--- config.mk ---
export PLATFORM = sky130hd
export DESIGN_NAME = xpmwrap_dpdistram_reader
export DESIGN_NICKNAME = d
export VERILOG_FILES = /design/src/rtl/xpmwrap_dpdistram_reader.sv
export SDC_FILE = /design/constraint.sdc
export NUM_CORES = 1
export LEC_CHECK = 0
export ABC_AREA = 1
export CAP_MARGIN = 20
export CORE_MARGIN = 8
export CORE_UTILIZATION = 38
export CTS_BUF_LIST = sky130_fd_sc_hd__clkbuf_16
export DETAILED_ROUTE_END_ITERATION = 10
export MAX_ROUTING_LAYER = met4
export SYNTH_ARGS = -nofsm -noshare
export SYNTH_HDL_FRONTEND = slang
export SYNTH_SLANG_ARGS = --single-unit
--- constraint.sdc ---
create_clock -name clk -period 3.3 [get_ports clk]
set_clock_uncertainty 0.15 [all_clocks]
set_input_delay 0.99 -clock clk [delete_from_list [all_inputs] [get_ports clk]]
set_output_delay 0.99 -clock clk [all_outputs]
set_load 0.1 [all_outputs]
--- src/rtl/xpmwrap_dpdistram_reader.sv ---
// Port B burst reader for the dual-port distributed RAM wrapper: sequential wrap-around reads,
// credit-limited skid FIFO, valid/ready output. Optional stall counter: XPMWRAP_DPDISTRAM_READER_PERF_EN.
module xpmwrap_dpdistram_reader #(
  parameter int ADDR_WIDTH   = 6,
  parameter int DATA_WIDTH   = 32,
  parameter int READ_LATENCY = 2,
  parameter int FIFO_DEPTH   = READ_LATENCY + 2
) (
  input  logic                  clk,
  input  logic                  rst_n,
  input  logic                  cmd_valid,
  output logic                  cmd_ready,
  input  logic [ADDR_WIDTH-1:0] cmd_addr,
  input  logic [ADDR_WIDTH-1:0] cmd_len,
  output logic [ADDR_WIDTH-1:0] ram_addrb,
  output logic                  ram_enb,
  output logic                  ram_regceb,
  input  logic [DATA_WIDTH-1:0] ram_doutb,
  output logic                  m_valid,
  input  logic                  m_ready,
  output logic [DATA_WIDTH-1:0] m_data,
  output logic                  m_last,
  output logic                  busy,
  output logic [15:0]           stall_cnt
);
  localparam int CW = $clog2(FIFO_DEPTH + READ_LATENCY + 1);
  localparam int PW = (FIFO_DEPTH > 1) ? $clog2(FIFO_DEPTH) : 1;

  typedef enum logic [1:0] {IDLE, ISSUE, DRAIN} state_t;

  state_t                state;
  logic [ADDR_WIDTH-1:0] addr_q, rem_q;
  logic [READ_LATENCY:1] vld_pipe, last_pipe;
  logic [DATA_WIDTH-1:0] fifo_data [FIFO_DEPTH];
  logic [FIFO_DEPTH-1:0] fifo_last;
  logic [PW-1:0]         rd_ptr, wr_ptr;
  logic [CW-1:0]         fifo_count, inflight, credit_used;
  logic                  accept, issue, push, pop;

  function automatic logic [PW-1:0] ptr_inc(input logic [PW-1:0] p);
    return (p == PW'(FIFO_DEPTH - 1)) ? '0 : p + 1'b1;
  endfunction

  assign accept      = cmd_valid && cmd_ready;
  assign m_valid     = (fifo_count != '0);
  assign pop         = m_valid && m_ready;
  assign push        = vld_pipe[READ_LATENCY];
  assign m_data      = fifo_data[rd_ptr];
  assign m_last      = fifo_last[rd_ptr];
  assign ram_regceb  = 1'b1;
  assign ram_addrb   = addr_q;
  assign ram_enb     = issue;

  always_comb begin
    inflight = '0;
    for (int i = 1; i <= READ_LATENCY; i++) inflight = inflight + CW'(vld_pipe[i]);
  end

  // Every issued read owns a FIFO slot from issue until pop, so the FIFO cannot overflow.
  assign credit_used = fifo_count + inflight;
  assign issue = (state == ISSUE) &&
                 ((credit_used < CW'(FIFO_DEPTH)) || ((credit_used == CW'(FIFO_DEPTH)) && pop));

  always_ff @(posedge clk or negedge rst_n) begin
    if (!rst_n) begin
      state     <= IDLE;
      cmd_ready <= 1'b1;
      busy      <= 1'b0;
      addr_q    <= '0;
      rem_q     <= '0;
    end else begin
      case (state)
        IDLE: if (accept) begin
          state     <= ISSUE;
          cmd_ready <= 1'b0;
          busy      <= 1'b1;
          addr_q    <= cmd_addr;
          rem_q     <= cmd_len;
        end
        ISSUE: if (issue) begin
          addr_q <= addr_q + 1'b1;
          rem_q  <= rem_q - 1'b1;
          if (rem_q == '0) state <= DRAIN;
        end
        DRAIN: if (pop && m_last) begin
          state     <= IDLE;
          cmd_ready <= 1'b1;
          busy      <= 1'b0;
        end
        default: begin
          state     <= IDLE;
          cmd_ready <= 1'b1;
          busy      <= 1'b0;
        end
      endcase
    end
  end

  // Tag pipeline mirrors the RAM latency; a tag leaving the last stage marks valid ram_doutb.
  always_ff @(posedge clk or negedge rst_n) begin
    if (!rst_n) begin
      vld_pipe  <= '0;
      last_pipe <= '0;
    end else begin
      vld_pipe[1]  <= issue;
      last_pipe[1] <= issue && (rem_q == '0);
      for (int i = 2; i <= READ_LATENCY; i++) begin
        vld_pipe[i]  <= vld_pipe[i-1];
        last_pipe[i] <= last_pipe[i-1];
      end
    end
  end

  always_ff @(posedge clk or negedge rst_n) begin
    if (!rst_n) begin
      rd_ptr     <= '0;
      wr_ptr     <= '0;
      fifo_count <= '0;
      fifo_last  <= '0;
      for (int i = 0; i < FIFO_DEPTH; i++) fifo_data[i] <= '0;
    end else begin
      if (push) begin
        fifo_data[wr_ptr] <= ram_doutb;
        fifo_last[wr_ptr] <= last_pipe[READ_LATENCY];
        wr_ptr            <= ptr_inc(wr_ptr);
      end
      if (pop) rd_ptr <= ptr_inc(rd_ptr);
      case ({push, pop})
        2'b10:   fifo_count <= fifo_count + 1'b1;
        2'b01:   fifo_count <= fifo_count - 1'b1;
        default: fifo_count <= fifo_count;
      endcase
    end
  end

  a_no_overflow: assert property (@(posedge clk) disable iff (!rst_n)
    !(push && !pop && (fifo_count == CW'(FIFO_DEPTH))));

`ifdef XPMWRAP_DPDISTRAM_READER_PERF_EN
  always_ff @(posedge clk or negedge rst_n) begin
    if (!rst_n)                                         stall_cnt <= '0;
    else if (accept)                                    stall_cnt <= '0;
    else if (m_valid && !m_ready && stall_cnt != 16'hFFFF) stall_cnt <= stall_cnt + 16'd1;
  end
`else
  assign stall_cnt = 16'd0;
`endif

endmodule

==> results of run 1 <==
## flip-flops by register name, indices dropped and copies added (netlist names)
signal / count
fifo_data: 128
ram_addrb: 6
rem_q: 6
fifo_last: 4
fifo_count: 3
last_pipe: 2
rd_ptr: 2
state: 2
vld_pipe: 2
wr_ptr: 2
busy: 1
cmd_ready: 1
## synthesized netlist by cell type, types with 2 or more instances
cell / number / area (um^2)
o21ai_0: 211 / 1060
nand2_1: 200 / 751
dfrtp_1: 158 / 3950
nor2_1: 73 / 274
inv_1: 68 / 255
o22ai_1: 32 / 200
buf_2: 25 / 125
clkbuf_1: 25 / 93.8
nand3_1: 21 / 105
buf_4: 17 / 128
ha_1: 10 / 125
nand2_2: 7 / 43.8
o21ai_2: 5 / 43.8
nand4_1: 4 / 25.0
a21oi_1: 2 / 10.0
conb_1: 2 / 7.51
fa_1: 2 / 40.0
nand2_4: 2 / 22.5
nand3_2: 2 / 20.0
xnor2_1: 2 / 17.5
xor2_1: 2 / 17.5
## logic make-up (layout without fill, tap and decap cells)
logic type,Yosys count,in the layout,synth area share
simple gates,311,311,0.170
compound gates,251,251,0.178
buf+inv,137,209,0.0840
other cells,2,17,0.00102
xor+xnor,4,4,0.00475
flops,159,159,0.539
fa+ha+maj,12,12,0.0224
## what timing repair did
| item | 4_1_cts | 5_1_grt |
|---|---|---|
| resized for setup | 4 | 6 |
| hold buffers | 0 | 0 |
| endpoints found under the setup margin | 1 | 1 |
| endpoints found under the hold margin | 0 | 0 |
| pin swaps | 1 | 2 |
| cloned | 0 | 0 |
## metal layers
layer / vias up / global-route usage / share of wire
li1: 2977 / - / -
met1: 2828 / 0.199 / 0.46
met2: 125 / 0.251 / 0.48
met3: 19 / 0.0422 / 0.051
met4: 0 / 0.0471 / 0.010
met5: - / - / 0
## critical path, stage by stage (launching register included)
cell and delay [ns]:
dfrtp_1 0.35, inv_2 0.05, fa_2 0.38, inv_2 0.07, ha_4 0.19, nor2_4 0.10, nand3_2 0.06, nand2_2 0.09
nand2_4 0.06, inv_4 0.07, buf_12 0.17
## through the flow
stage          hold WS, ns  utilization  setup slack (ns)  area (um^2)
4_1_cts              0.202        0.499            0.0146         9620
5_1_grt              0.219        0.501            0.0151         9650
3_5_place_dp         0.188        0.467             0.142         9000
2_1_floorplan        0.181            -           0.00497         7640
3_3_place_gp         0.183        0.467             0.132         9000
6_report             0.199        0.501             0.146         9650
## area by class of cell
class,instances,area (um^2)
inverters,69,262
fillers,1900,9630
repair buffers,108,1380
clock buffers,17,425
well taps,265,332
flip-flops and latches,159,3980
clock inverters,15,193
multi-input cells,595,3070
## path summary, 6_finish.rpt
path,to,cells past startpoint
min,last_pipe[2],0
max reg2reg,ram_addrb[0],12
max in group asynchronous,fifo_data[101],2
max,ram_enb,10
min reg2reg,last_pipe[2],0
min in group asynchronous,fifo_data[116],1
==> flow_metrics.py, run 1 <==
metrics = {
    "floorplan": {
        "die-area_um2": 24100,
        "std_cell_rows": 51,
        "design.core.area_um2": 19300,
        "initial_core_util": 0.383,
        "io_pins": 108,
        "die_h_um": 155,
        "chipWidth_um": 155,
    },
    "timing": {
        "fin_crit_sh": 0.956,
        "relSlewSlack": 0.510,
        "tns_ns": 0,
        "setup_viol": 0,
        "slew_viol_final": 0,
        "grt_setup_unrepaired": "false",
        "hold_viol_final": 0,
        "tightest_slew_ns": 0.733,
        "period_minus_slack_ns": 3.15,
        "max_freq_mhz": 317,
    },
    "place": {
        "gp_congestion": 0.791,
        "dp_hpwl_um": 11600,
        "placedCellCount": 1196,
        "io_buffer_count": 90,
    },
    "yosys": {
        "netlist_area_um2": 7380,
        "ys_seq_area_frac": 0.539,
        "synth_cells": 876,
        "synth_cell_types": 27,
        "yosysWarningCount": 0,
        "yosys_most_used_dff": "dfrtp_1",
        "avgSynthCellArea_um2": 8.43,
        "synth_edf_count": 0,
        "async_flop_share": 1.00,
        "synth-seq-cells": 159,
    },
    "setup_path": {
        "setup.worst_path.class": "reg -> out",
        "crit_fanout": 2,
        "required_ns": 2.16,
        "cp-end-kind": "output pin",
        "rr_startpoint": "vld_pipe[1]",
        "worstSetupStartpoint": "vld_pipe[1]",
        "critPathArrivalTime_ns": 2.01,
        "r2r_slack_ns": 1.15,
        "start_kind": "register",
    },
    "cts": {
        "clock_tree.root_cell": "clkbuf_16",
        "cts.sinks": 159,
        "postCtsSetupBuffers": 0,
        "cts_tree": "yes",
        "htreeDepth": 4,
        "clkLatencyLatePin_ns": 0.42,
        "numCtsBuffers": 17,
        "clkTransAtPathRegs_ns": 0.06,
        "cts_buffer_depth": 2,
    },
    "global_routing": {
        "grt_pass1_vias": 5940,
        "grt_max_degree": 48,
        "track_usage": 0.159,
        "grt_pass1_wl_um": 30100,
        "antenna_found_initial": 0,
        "overflow": 0,
    },
    "worst_hold_path": {
        "hold_path.class": "reg -> reg",
        "hp-start": "last_pipe[1]",
    },
    "finish": {
        "num_antenna_cells": 0,
        "fin_nets": 1010,
        "mostFrequentLayoutCells": "o21ai_0, nand2_1, dfrtp_1",
        "drive_above_1_share": 0.164,
        "final_cells": 1228,
        "layout_commonest_cell": "o21ai_0",
        "area.growth.synth_to_final_pct": 30.6,
    },
    "routing": {
        "vias_per_cell": 4.84,
        "routedWlPerCell_um": 14.5,
        "postRouteAntennaNets": 0,
        "drc": 0,
        "dr_total_vias": 5949,
        "dr.first_iter.drc_count": 365,
        "totalWireLength_um": 17900,
        "dr.pass1.iters": 4,
    },
    "run": {
        "cap_violations": 0,
    },
    "run_status": {
        "outcome": "complete, no violations",
    },
}
Power of run 1 is not shown: default switching activity piles up to over one toggle a cycle in this logic, so the estimate is an artifact.
==> run 2: changes to the inputs <==
--- a/config.mk
+++ b/config.mk
@@ -8,10 +8,11 @@
 export ABC_AREA = 1
 export CAP_MARGIN = 20
 export CORE_MARGIN = 8
-export CORE_UTILIZATION = 38
+export CORE_UTILIZATION = 55
 export CTS_BUF_LIST = sky130_fd_sc_hd__clkbuf_16
 export DETAILED_ROUTE_END_ITERATION = 10
 export MAX_ROUTING_LAYER = met4
+export PLACE_DENSITY = 0.81
 export SYNTH_ARGS = -nofsm -noshare
 export SYNTH_HDL_FRONTEND = slang
 export SYNTH_SLANG_ARGS = --single-unit
==> flow_metrics.py, run 2 (synthesized netlist as in run 1, its figures left out) <==
metrics = {
    "run_status": {
        "outcome": "complete, no violations",
    },
    "finish": {
        "layout.area.seq_um2": 3980,
        "n_fill_cell": 992,
        "largest_reg_flops": 128,
        "area.growth.synth_to_final_pct": 28.3,
        "multiInputGateArea_um2": 3070,
        "drive_above_1_share": 0.157,
        "fin_nets": 1011,
        "mostFrequentLayoutCells": "o21ai_0, nand2_1, dfrtp_1",
        "num_antenna_cells": 0,
        "largest_register": "fifo_data",
        "layout_commonest_cell": "o21ai_0",
    },
    "setup_path": {
        "crit_fanout": 2,
        "cp-end-kind": "output pin",
        "setup.worst_path.class": "reg -> out",
        "cpMaxStageDelayCell": "fa_1",
        "start_kind": "register",
        "crit_top_cell": "inv_2",
        "required_ns": 2.16,
        "critPathArrivalTime_ns": 2.06,
        "cpPeakStageDelay_ns": 0.42,
        "path_cells": "inv_2 > fa_1 > inv_2 > ha_4 > nor2_2 > nand3_2 > nand2_2 > nand2_4 > inv_4 > buf_12",
    },
    "global_routing": {
        "antenna_found_initial": 0,
        "overflow": 0,
        "grt_pass1_wl_um": 29100,
        "track_usage": 0.210,
        "grt_pass1_vias": 6070,
        "grt_max_degree": 67,
    },
    "place": {
        "gp_congestion": 0.821,
        "dp_hpwl_um": 10800,
        "io_buffer_count": 90,
    },
    "cts": {
        "htreeDepth": 4,
        "numCtsBuffers": 17,
        "clock_tree.root_cell": "clkbuf_16",
        "clkLatencyLatePin_ns": 0.42,
        "cts.sinks": 159,
        "cts_buffer_depth": 2,
        "clkTransAtPathRegs_ns": 0.06,
        "cts_tree": "yes",
        "hold_buffers": 0,
    },
    "routing": {
        "dr.pass1.iters": 5,
        "dr.first_iter.drc_count": 541,
        "routedWlPerCell_um": 14.9,
        "vias_per_cell": 5.40,
        "dr_total_vias": 6154,
        "postRouteAntennaNets": 0,
        "totalWireLength_um": 16900,
        "drc": 0,
    },
    "timing": {
        "fin_crit_sh": 0.970,
        "relSlewSlack": 0.550,
        "period_minus_slack_ns": 3.20,
        "slew_viol_final": 0,
        "max_freq_mhz": 312,
        "setup_viol": 0,
        "hold_viol_final": 0,
        "tightest_slew_ns": 0.673,
        "grt_setup_unrepaired": "false",
        "tns_ns": 0,
    },
    "floorplan": {
        "chipWidth_um": 132,
        "std_cell_rows": 42,
        "io_pins": 108,
        "initial_core_util": 0.560,
        "die_h_um": 132,
        "die-area_um2": 17400,
        "design.core.area_um2": 13200,
    },
    "worst_hold_path": {
        "hold_path.class": "reg -> reg",
    },
    "run": {
        "cap_violations": 0,
    },
}
-- run 2: changes by cell type in the layout (fill, tap and decap cells not counted), sizes merged --
| cell | change |
|---|---|
| buf | +1 |
| bufinv | -3 |
| clkinv | +2 |
| clkinvlp | -3 |
| inv | +3 |
-- run 2: final timing paths --
path | startpoint | end | slack, ns | depth (start not counted)
hold reg to reg | last_pipe[1] | last_pipe[2] | 0.21 | 0
setup reg to reg | vld_pipe[1] | ram_addrb[0] | 1.09 | 12
max in group asynchronous | rst_n | cmd_ready | 1.84 | 2
hold / removal | last_pipe[1] | last_pipe[2] | 0.21 | 0
min in group asynchronous | rst_n | fifo_data[7] | 0.39 | 1
setup / recovery | vld_pipe[1] | ram_enb | 0.1 | 10
-- run 2: timing repair --
action                     in CTS  in global routing
pin swaps                       0                  1
setup endpoints to repair       1                  1
setup buffers                   0                  1
gates resized for setup         2                  6
-- run 2: worst max-delay path, delay by kind of cell, from the launching register on --
kind | cells | cell delay [ns]
buffers and inverters | 4 | 0.37
DFF | 1 | 0.36
adders and majority gates | 2 | 0.61
and+or+nand+nor | 4 | 0.31
-- run 2: metrics by stage --
| step | instance area, um^2 | hold slack (ns) | setup WS (ns) | util | std cells |
|---|---|---|---|---|---|
| floorplan | 7640 | 0.181 | 0.00497 | - | 891 |
| global placement | 8870 | 0.185 | 0.154 | 0.672 | 1104 |
| detailed placement | 8870 | 0.190 | 0.150 | 0.672 | 1104 |
| CTS | 9380 | 0.205 | 0.00231 | 0.711 | 1135 |
| global route | 9480 | 0.221 | 0.00599 | 0.718 | 1139 |
| finish | 9480 | 0.206 | 0.0997 | 0.718 | 1139 |
-- run 2: layout make-up --
| type | count | share of cell area |
|---|---|---|
| sequential | 159 | 0.420 |
| multi-input combinational | 595 | 0.323 |
| timing repair buffer | 109 | 0.151 |
| clock buffer | 17 | 0.0449 |
| inverter | 69 | 0.0276 |
| tap | 176 | 0.0232 |
| clock inverter | 14 | 0.00951 |
-- run 2: layer usage --
metal,global-route usage,wire length (um)
met5,-,0
met4,0.0728,187
met3,0.0495,813
met2,0.346,8420
met1,0.246,7520
Power of run 2 is left out for the same reason.
==> run 3: changes to the inputs <==
--- a/config.mk
+++ b/config.mk
@@ -8,11 +8,12 @@
 export ABC_AREA = 1
 export CAP_MARGIN = 20
 export CORE_MARGIN = 8
-export CORE_UTILIZATION = 55
+export CORE_UTILIZATION = 40
 export CTS_BUF_LIST = sky130_fd_sc_hd__clkbuf_16
 export DETAILED_ROUTE_END_ITERATION = 10
 export MAX_ROUTING_LAYER = met4
-export PLACE_DENSITY = 0.81
+export PLACE_DENSITY = 0.69
+export SETUP_SLACK_MARGIN = 0.05
 export SYNTH_ARGS = -nofsm -noshare
 export SYNTH_HDL_FRONTEND = slang
 export SYNTH_SLANG_ARGS = --single-unit
==> flow_metrics.py, run 3 (synthesized netlist as in run 1, its figures left out) <==
metrics = {
    "run_status": {
        "outcome": "complete, no violations",
    },
    "timing": {
        "max_freq_mhz": 313,
        "relSlewSlack": 0.463,
        "tns_ns": 0,
        "tightest_slew_ns": 0.803,
        "grt_setup_unrepaired": "true",
        "period_minus_slack_ns": 3.20,
        "hold_viol_final": 0,
        "slew_viol_final": 0,
        "fin_crit_sh": 0.970,
        "setup_viol": 0,
    },
    "place": {
        "dp_hpwl_um": 11600,
        "gp_congestion": 0.803,
        "placedCellCount": 1162,
        "io_buffer_count": 90,
    },
    "cts": {
        "hold_buffers": 0,
        "clkLatencyLatePin_ns": 0.42,
        "numCtsBuffers": 17,
        "cts_tree": "yes",
        "cts.sinks": 159,
        "cts_buffer_depth": 2,
        "clkTransAtPathRegs_ns": 0.07,
        "clock_tree.root_cell": "clkbuf_16",
        "htreeDepth": 4,
    },
    "finish": {
        "largest_register": "fifo_data",
        "largest_reg_flops": 128,
        "num_antenna_cells": 0,
        "final_cells": 1202,
        "drive_above_1_share": 0.176,
        "mostFrequentLayoutCells": "o21ai_0, nand2_1, dfrtp_1",
        "layout_commonest_cell": "o21ai_0",
        "area.growth.synth_to_final_pct": 30.9,
        "fin_nets": 1020,
    },
    "routing": {
        "postRouteAntennaNets": 0,
        "dr_total_vias": 6088,
        "drc": 0,
        "dr.first_iter.drc_count": 376,
        "dr.pass1.iters": 4,
        "routedWlPerCell_um": 15.2,
        "vias_per_cell": 5.06,
        "totalWireLength_um": 18300,
    },
    "global_routing": {
        "grt_util_met1": 0.207,
        "grt_pass1_wl_um": 31000,
        "grt_pass1_vias": 6212,
        "grt_max_degree": 69,
        "track_usage": 0.166,
        "gr-usage-met2": 0.262,
        "grt_busiest_layer": "met2",
        "overflow": 0,
        "antenna_found_initial": 0,
        "met3_usage": 0.0367,
    },
    "setup_path": {
        "setup.worst_path.class": "reg -> out",
        "critPathArrivalTime_ns": 2.06,
        "crit_fanout": 2,
        "start_kind": "register",
        "required_ns": 2.16,
        "cp-end-kind": "output pin",
    },
    "run": {
        "cap_violations": 0,
    },
    "worst_hold_path": {
        "hold_path.class": "reg -> reg",
    },
    "floorplan": {
        "chipWidth_um": 152,
        "die_h_um": 152,
        "io_pins": 108,
        "initial_core_util": 0.410,
        "std_cell_rows": 49,
        "design.core.area_um2": 18000,
        "die-area_um2": 23100,
    },
}
[run 3: changes by cell type in the layout (fill, tap and decap cells not counted), moves of 2 or more]
| cell | previous run | this run |
|---|---|---|
| buf_4 | 23 | 34 |
| clkinvlp_4 | 2 | 4 |
| clkinv_4 | 0 | 4 |
| buf_12 | 38 | 36 |
| inv_1 | 68 | 61 |
| bufinv_16 | 1 | 3 |
[run 3: final timing paths]
kind                       depth (start not counted)  slack [ns]         start            to
setup reg to reg                                  13        0.91   vld_pipe[1]  ram_addrb[4]
hold reg to reg                                    0        0.21  last_pipe[1]  last_pipe[2]
max in group asynchronous                          2        1.91         rst_n     cmd_ready
setup / recovery                                  10        0.10   vld_pipe[1]       ram_enb
hold / removal                                     0        0.21  last_pipe[1]  last_pipe[2]
min in group asynchronous                          1        0.39         rst_n  fifo_data[8]
[run 3: stage by stage]
step | util | setup slack, ns | hold slack [ns] | cell area, um^2
after detailed placement | 0.498 | 0.134 | 0.186 | 8980
after global routing | 0.536 | 0.00340 | 0.212 | 9670
after CTS | 0.534 | 0.0457 | 0.202 | 9630
final | 0.536 | 0.100 | 0.207 | 9670
after global placement | 0.498 | 0.156 | 0.183 | 8980
after floorplan | - | 0.264 | 0.181 | 7640
[run 3: worst max-delay path, cell delays in order, from the launching register on]
cell and delay, ns:
dfrtp_1 0.37, inv_2 0.05, fa_2 0.38, inv_2 0.07, ha_4 0.20, nor2_4 0.08
nand3_2 0.07, nand2_2 0.09, nand2_4 0.06, clkinvlp_4 0.10, buf_12 0.17
[run 3: what timing repair did]
item	4_1_cts	5_1_grt
endpoints found under the setup margin	3	1
gates resized for setup	7	4
buffers inserted	5	3
pin swaps	3	1
[run 3: final cells by class]
cell class	instances	area, um^2
Clock inverter	15	171
Fill cell	1649	8360
Sequential cell	159	3980
Tap cell	229	287
Multi-Input combinational cell	595	3080
Timing Repair Buffer	118	1460
Clock buffer	17	425
Inverter	69	263
[run 3: metal layers]
layer,wire length (um),share of wire
met1,8570,0.47
met3,778,0.043
met4,267,0.015
met2,8650,0.47
met5,0,0
Power of run 3 is left out for the same reason.
